$ cat src/rtl/mult_hilo_ctrl_pkg.sv
// rtl/mult_hilo_ctrl_pkg.sv - shared pipeline definitions for the HI/LO multiply sequencer
package mult_hilo_ctrl_pkg;

    localparam int OP_W_DEF = 16;

    localparam logic [1:0] S_IDLE  = 2'd0;
    localparam logic [1:0] S_CLEAR = 2'd1;
    localparam logic [1:0] S_RUN   = 2'd2;
    localparam logic [1:0] S_WRITE = 2'd3;

    typedef enum logic [1:0] {
        ST_IDLE  = S_IDLE,
        ST_CLEAR = S_CLEAR,
        ST_RUN   = S_RUN,
        ST_WRITE = S_WRITE
    } mhc_state_t;

endpackage

$ cat src/rtl/mult_hilo_ctrl.sv
// rtl/mult_hilo_ctrl.sv - EX-stage sequencer for the Booth multiplier and the HI/LO register pair
//
// Ports:
//   clk, rst_n               clock, asynchronous active-low reset
//   ex_mult/ex_mfhi/ex_mflo  decoded EX instruction
//   rs_val, rt_val           forwarded operands
//   mul_start, mul_a, mul_b  multiplier control and operands
//   mul_ready, mul_result    multiplier done flag and signed product
//   stall                    freeze PC/IF/ID/EX
//   hilo_rdata               HI or LO for MFHI/MFLO, zero otherwise
//   mul_err                  sticky multiplier timeout flag
module mult_hilo_ctrl
    import mult_hilo_ctrl_pkg::*;
#(
    parameter int OP_W     = OP_W_DEF,
    parameter int WAIT_MAX = 24
) (
    input  logic              clk,
    input  logic              rst_n,
    input  logic              ex_mult,
    input  logic              ex_mfhi,
    input  logic              ex_mflo,
    input  logic [31:0]       rs_val,
    input  logic [31:0]       rt_val,
    output logic              mul_start,
    output logic [OP_W-1:0]   mul_a,
    output logic [OP_W-1:0]   mul_b,
    input  logic              mul_ready,
    input  logic [2*OP_W-1:0] mul_result,
    output logic              stall,
    output logic [31:0]       hilo_rdata,
    output logic              mul_err
);

    localparam int P_W   = 2 * OP_W;
    localparam int CNT_W = $clog2(WAIT_MAX + 2);

    mhc_state_t       state, state_next;
    logic [CNT_W-1:0] run_cnt;
    logic [31:0]      hi_q, lo_q;
    logic [31:0]      hi_new, lo_new;
    logic             abort_q;
    logic             launch, write_hilo, timeout_hit;
    logic             ready_ok, timeout;
    logic             unused_upper;

    assign unused_upper = ^{rs_val[31:OP_W], rt_val[31:OP_W]};

    assign lo_new = 32'($signed(mul_result));
    assign hi_new = {32{mul_result[P_W-1]}};

    // The done flag is left over from the previous operation for the first
    // RUN cycles, so it only counts from run_cnt == 2 onwards.
    assign ready_ok = mul_ready && (run_cnt >= CNT_W'(2));
    assign timeout  = (run_cnt == CNT_W'(WAIT_MAX));

    always_comb begin
        state_next  = state;
        launch      = 1'b0;
        write_hilo  = 1'b0;
        timeout_hit = 1'b0;
        mul_start   = 1'b0;
        stall       = 1'b0;
        case (state)
            ST_IDLE: begin
                // After a timeout the aborted MULT is still sitting in EX;
                // abort_q lets it retire instead of relaunching.
                if (ex_mult && !abort_q && rst_n) begin
                    launch     = 1'b1;
                    stall      = 1'b1;
                    state_next = ST_CLEAR;
                end
            end
            ST_CLEAR: begin
                stall      = 1'b1;
                state_next = ST_RUN;
            end
            ST_RUN: begin
                mul_start = 1'b1;
                stall     = 1'b1;
                if (ready_ok) begin
                    state_next = ST_WRITE;
                end else if (timeout) begin
                    timeout_hit = 1'b1;
                    state_next  = ST_IDLE;
                end
            end
            ST_WRITE: begin
                // Stall is released here so the MULT retires on the same
                // edge that updates HI/LO.
                mul_start  = 1'b1;
                write_hilo = 1'b1;
                state_next = ST_IDLE;
            end
            default: state_next = ST_IDLE;
        endcase
    end

    always_ff @(posedge clk or negedge rst_n) begin
        if (!rst_n) begin
            state   <= ST_IDLE;
            run_cnt <= '0;
            mul_a   <= '0;
            mul_b   <= '0;
            hi_q    <= '0;
            lo_q    <= '0;
            mul_err <= 1'b0;
            abort_q <= 1'b0;
        end else begin
            state   <= state_next;
            abort_q <= timeout_hit;
            if (timeout_hit) begin
                mul_err <= 1'b1;
            end
            if (launch) begin
                mul_a <= rs_val[OP_W-1:0];
                mul_b <= rt_val[OP_W-1:0];
            end
            if (state == ST_CLEAR) begin
                run_cnt <= '0;
            end else if (state == ST_RUN && state_next == ST_RUN) begin
                run_cnt <= run_cnt + CNT_W'(1);
            end
            if (write_hilo) begin
                hi_q <= hi_new;
                lo_q <= lo_new;
            end
        end
    end

    // In WRITE the product bypasses the registers so a read held behind the
    // multiply sees the new value on the cycle it is released.
    always_comb begin
        hilo_rdata = 32'd0;
        if (ex_mfhi) begin
            hilo_rdata = (state == ST_WRITE) ? hi_new : hi_q;
        end else if (ex_mflo) begin
            hilo_rdata = (state == ST_WRITE) ? lo_new : lo_q;
        end
    end

endmodule

$ cat config.mk
export PLATFORM = sky130hd
export DESIGN_NAME = mult_hilo_ctrl
export DESIGN_NICKNAME = d
export VERILOG_FILES = /design/src/rtl/mult_hilo_ctrl_pkg.sv /design/src/rtl/mult_hilo_ctrl.sv
export SDC_FILE = /design/constraint.sdc
export NUM_CORES = 1
export LEC_CHECK = 0
export BUFFER_PORTS_ARGS = -buffer_cell sky130_fd_sc_hd__buf_2
export CAP_MARGIN = 5
export CORE_MARGIN = 8
export CORE_UTILIZATION = 40
export CTS_BUF_LIST = sky130_fd_sc_hd__clkbuf_2
export DETAILED_ROUTE_END_ITERATION = 10
export MAX_ROUTING_LAYER = met4
export PLACE_DENSITY = 0.72
export SYNTH_ARGS = -nofsm -noshare
export SYNTH_HDL_FRONTEND = slang
export SYNTH_SLANG_ARGS = --single-unit
$ cat constraint.sdc
create_clock -name clk -period 3.95 [get_ports clk]
set_clock_uncertainty 0.15 [all_clocks]
set_input_delay 0.395 -clock clk [delete_from_list [all_inputs] [get_ports clk]]
set_output_delay 0.395 -clock clk [all_outputs]
set_load 0.005 [all_outputs]
==> impl_metrics.csv <==
group,metric,value,unit
setup_path,worstSetupStartpointType,"flip-flop",
die,dieArea,0.0116,sq mm
routing,wire_per_inst,15.6,um
timing,maxSlewHeadroom,0.333,
timing,hold_viol_final,0,
cts,cts_buffer_depth,2,
synthesis,async_flop_share,1.00,
global_route,grt_pass1_wl,15.0,mm
pwr,p_seq_frac,0.423,
synthesis,yosysUniqueCellTypes,30,
routing,vias,2745,
die,io_pins,169,
timing,setup_tns,0,ps
routing,drtAntennaViolNets,0,
synthesis,yosysSeqAreaShare,0.545,
synthesis,yosys.area.top_type,"dfrtp_1",
setup_path,reg2reg_depth,7,
timing,tightest_slew,998,ps
timing,fmaxAchievable,316,MHz
timing,fin_crit,3160,ps
synthesis,synthFlopType,"dfrtp_1",
cts,clk_pin_slew,190,ps
cts,cts_sinks,73,
cts,h-tree-depth,3,
min_path,worstHoldPathCells,3,
synthesis,synth_area_per_cell,12.3,sq um
setup_path,critPathMaxFanout,31,
die,die_w,108,um
placed_design,routabilityCongestion,0.762,
cts,clk_latency,470,ps
routing,route.final.wire_length,9.09,mm
pwr,clock_power_share,0.138,
run,maxCapViolCount,0,
synthesis,syn_area,0.00335,sq mm
die,start_util,0.410,
global_route,grt_antenna_before_repair,0,
global_route,grt_pass1_vias,2993,
synthesis,synth_seq_cells,73,
layout,layout_common_cells,"135 x buf_2, 73 x dfrtp_1, 65 x dlygate4sd3_1",
synthesis,synth-edff-count,0,
pwr,power.internal,1.91,mW
timing,post-route-period-util,0.801,
timing,worst_slack,788,ps
synthesis,ys_warn_count,0,
pwr,power_frac_comb,0.440,
setup_path,cp-end-kind,"primary output",
pwr,powerDensity,591,mW/mm^2
global_route,grt_usage,0.166,
pwr,p_leak,2.47,nW
routing,drt_iter0_markers,205,
layout,area_growth,45.8,%
timing,setup_viol,0,
routing,first_pass_iters,4,
pwr,swShare,0.340,
global_route,grt_max_degree,74,
timing,maxSlewViolCount,0,
placed_design,dp_hpwl,5.90,mm
pwr,peakVddDrop,0.303,mV
die,core,0.00818,sq mm
routing,viasPerCell,4.72,
placed_design,pre_cts_ws,1350,ps
global_route,overflow,0,
die,die_h,108,um
cts,clockRootBuffer,"clkbuf_2",
layout,n_antenna_cell,0,
synthesis,syn_nets,382,
min_path,hp-class,"in2reg",
status,outcome,"complete, no violations",
synthesis,netlist_top_cells_area,"dfrtp_1 54%, mux2_2 22%, nand2b_1 6.5%",
synthesis,synth_top_area_frac,0.545,
setup_path,crit_type,"reg2out",
routing,drc_errors,0,
synthesis,synth_cells,272,
cts,cts_made_buffers,9,
layout,layout_commonest_cell,"buf_2",
setup_path,crit_arrival,2620,ps
pwr,switching_power,984,uW
cts,tritoncts,"built",
setup_path,crit_required,3400,ps
layout,fin_nets,582,
die,num_rows,33,
placed_design,io_buffers,136,
layout,layout-drive-gt1-share,0.472,
timing,rsz0062_at_grt,"false",
## layout make-up
| cell class | instances | area [sq um] |
|---|---|---|
| Clock inverter | 6 | 58.8 |
| Tap cell | 105 | 131 |
| Multi-Input combinational cell | 177 | 1440 |
| Sequential cell | 73 | 1830 |
| Inverter | 7 | 26.3 |
| Timing Repair Buffer | 204 | 1360 |
| Fill cell | 657 | 3290 |
| Clock buffer | 10 | 50.0 |
## final timing paths
kind                                startpoint                     end  slack [ps]
max in group asynchronous                rst_n      state[1]$_DFF_PN0_        2530
min in group asynchronous                rst_n    mul_a[4]$_DFFE_PN0P_         520
hold reg to reg            mul_err$_DFFE_PN0P_     mul_err$_DFFE_PN0P_         360
setup reg to reg            state[0]$_DFF_PN0_  run_cnt[3]$_DFFE_PN0P_        1510
hold / removal                       mul_ready       abort_q$_DFF_PN0_         180
setup / recovery            state[0]$_DFF_PN0_          hilo_rdata[29]         790
## power groups by stage
stage                     sequential, mW  clock, mW  combinational [mW]
final                               1.22      0.398                1.27
after global routing                1.26      0.456                1.41
after CTS                           1.22      0.419                1.28
after detailed placement            1.24          0                1.22
after global placement              1.21          0                1.19
after floorplan                     1.23          0               0.709
## worst max-delay path: stages, from the launching register on
cell and delay (ps):
dfrtp_1 460, ha_1 220, mux2_2 370, nand2_1 740
nand2_1 180, buf_2 200
## cell families (layout without fill, tap and decap cells)
family	count (synthesis)	count (layout)	synth area share
compound gates	15	15	0.0358
fa+ha+maj	8	8	0.0299
buf+inv	22	227	0.0258
flops	73	73	0.545
mux	66	66	0.221
simple gates	88	88	0.142
## routing by layer
| layer | global-route usage | routed length [um] | up-vias |
|---|---|---|---|
| met1 | 0.201 | 4010 | 1294 |
| li1 | - | - | 1318 |
| met3 | 0.0605 | 906 | 10 |
| met4 | 0.0535 | 103 | 0 |
| met2 | 0.250 | 4080 | 123 |
| met5 | - | 0 | - |
## registers in the layout (all words and copies together) (netlist names)
name	cells
abort_q	1
mul_a	16
mul_err	1
run_cnt	5
lo_q	31
hi_q	1
state	2
mul_b	16
## stage by stage
stage	utilization	total power [mW]	instance area [sq um]	hold WS, ps	instances
4_1_cts	0.598	2.91	4890	103	582
5_1_grt	0.598	3.13	4890	104	582
3_3_place_gp	0.505	2.40	4130	330	501
3_5_place_dp	0.505	2.46	4130	319	501
6_report	0.598	2.89	4890	179	582
2_1_floorplan	-	1.94	3350	-50.6	272
## cell usage after synthesis, types with 3 or more instances
library cell and number:
dfrtp_1 73, mux2_2 64, nand2_1 35, nand2b_1 35, clkbuf_1 11, ha_1 8, inv_1 6, a21oi_1 5
nor2_1 4, o31ai_1 4, buf_1 3, nand4_1 3, or4_1 3
## timing repair
item	in CTS	in global routing
gates resized for setup	0	0
hold endpoints to repair	137	0
hold buffers	65	0
setup buffers	0	0
(Power assumes the default switching activity.)
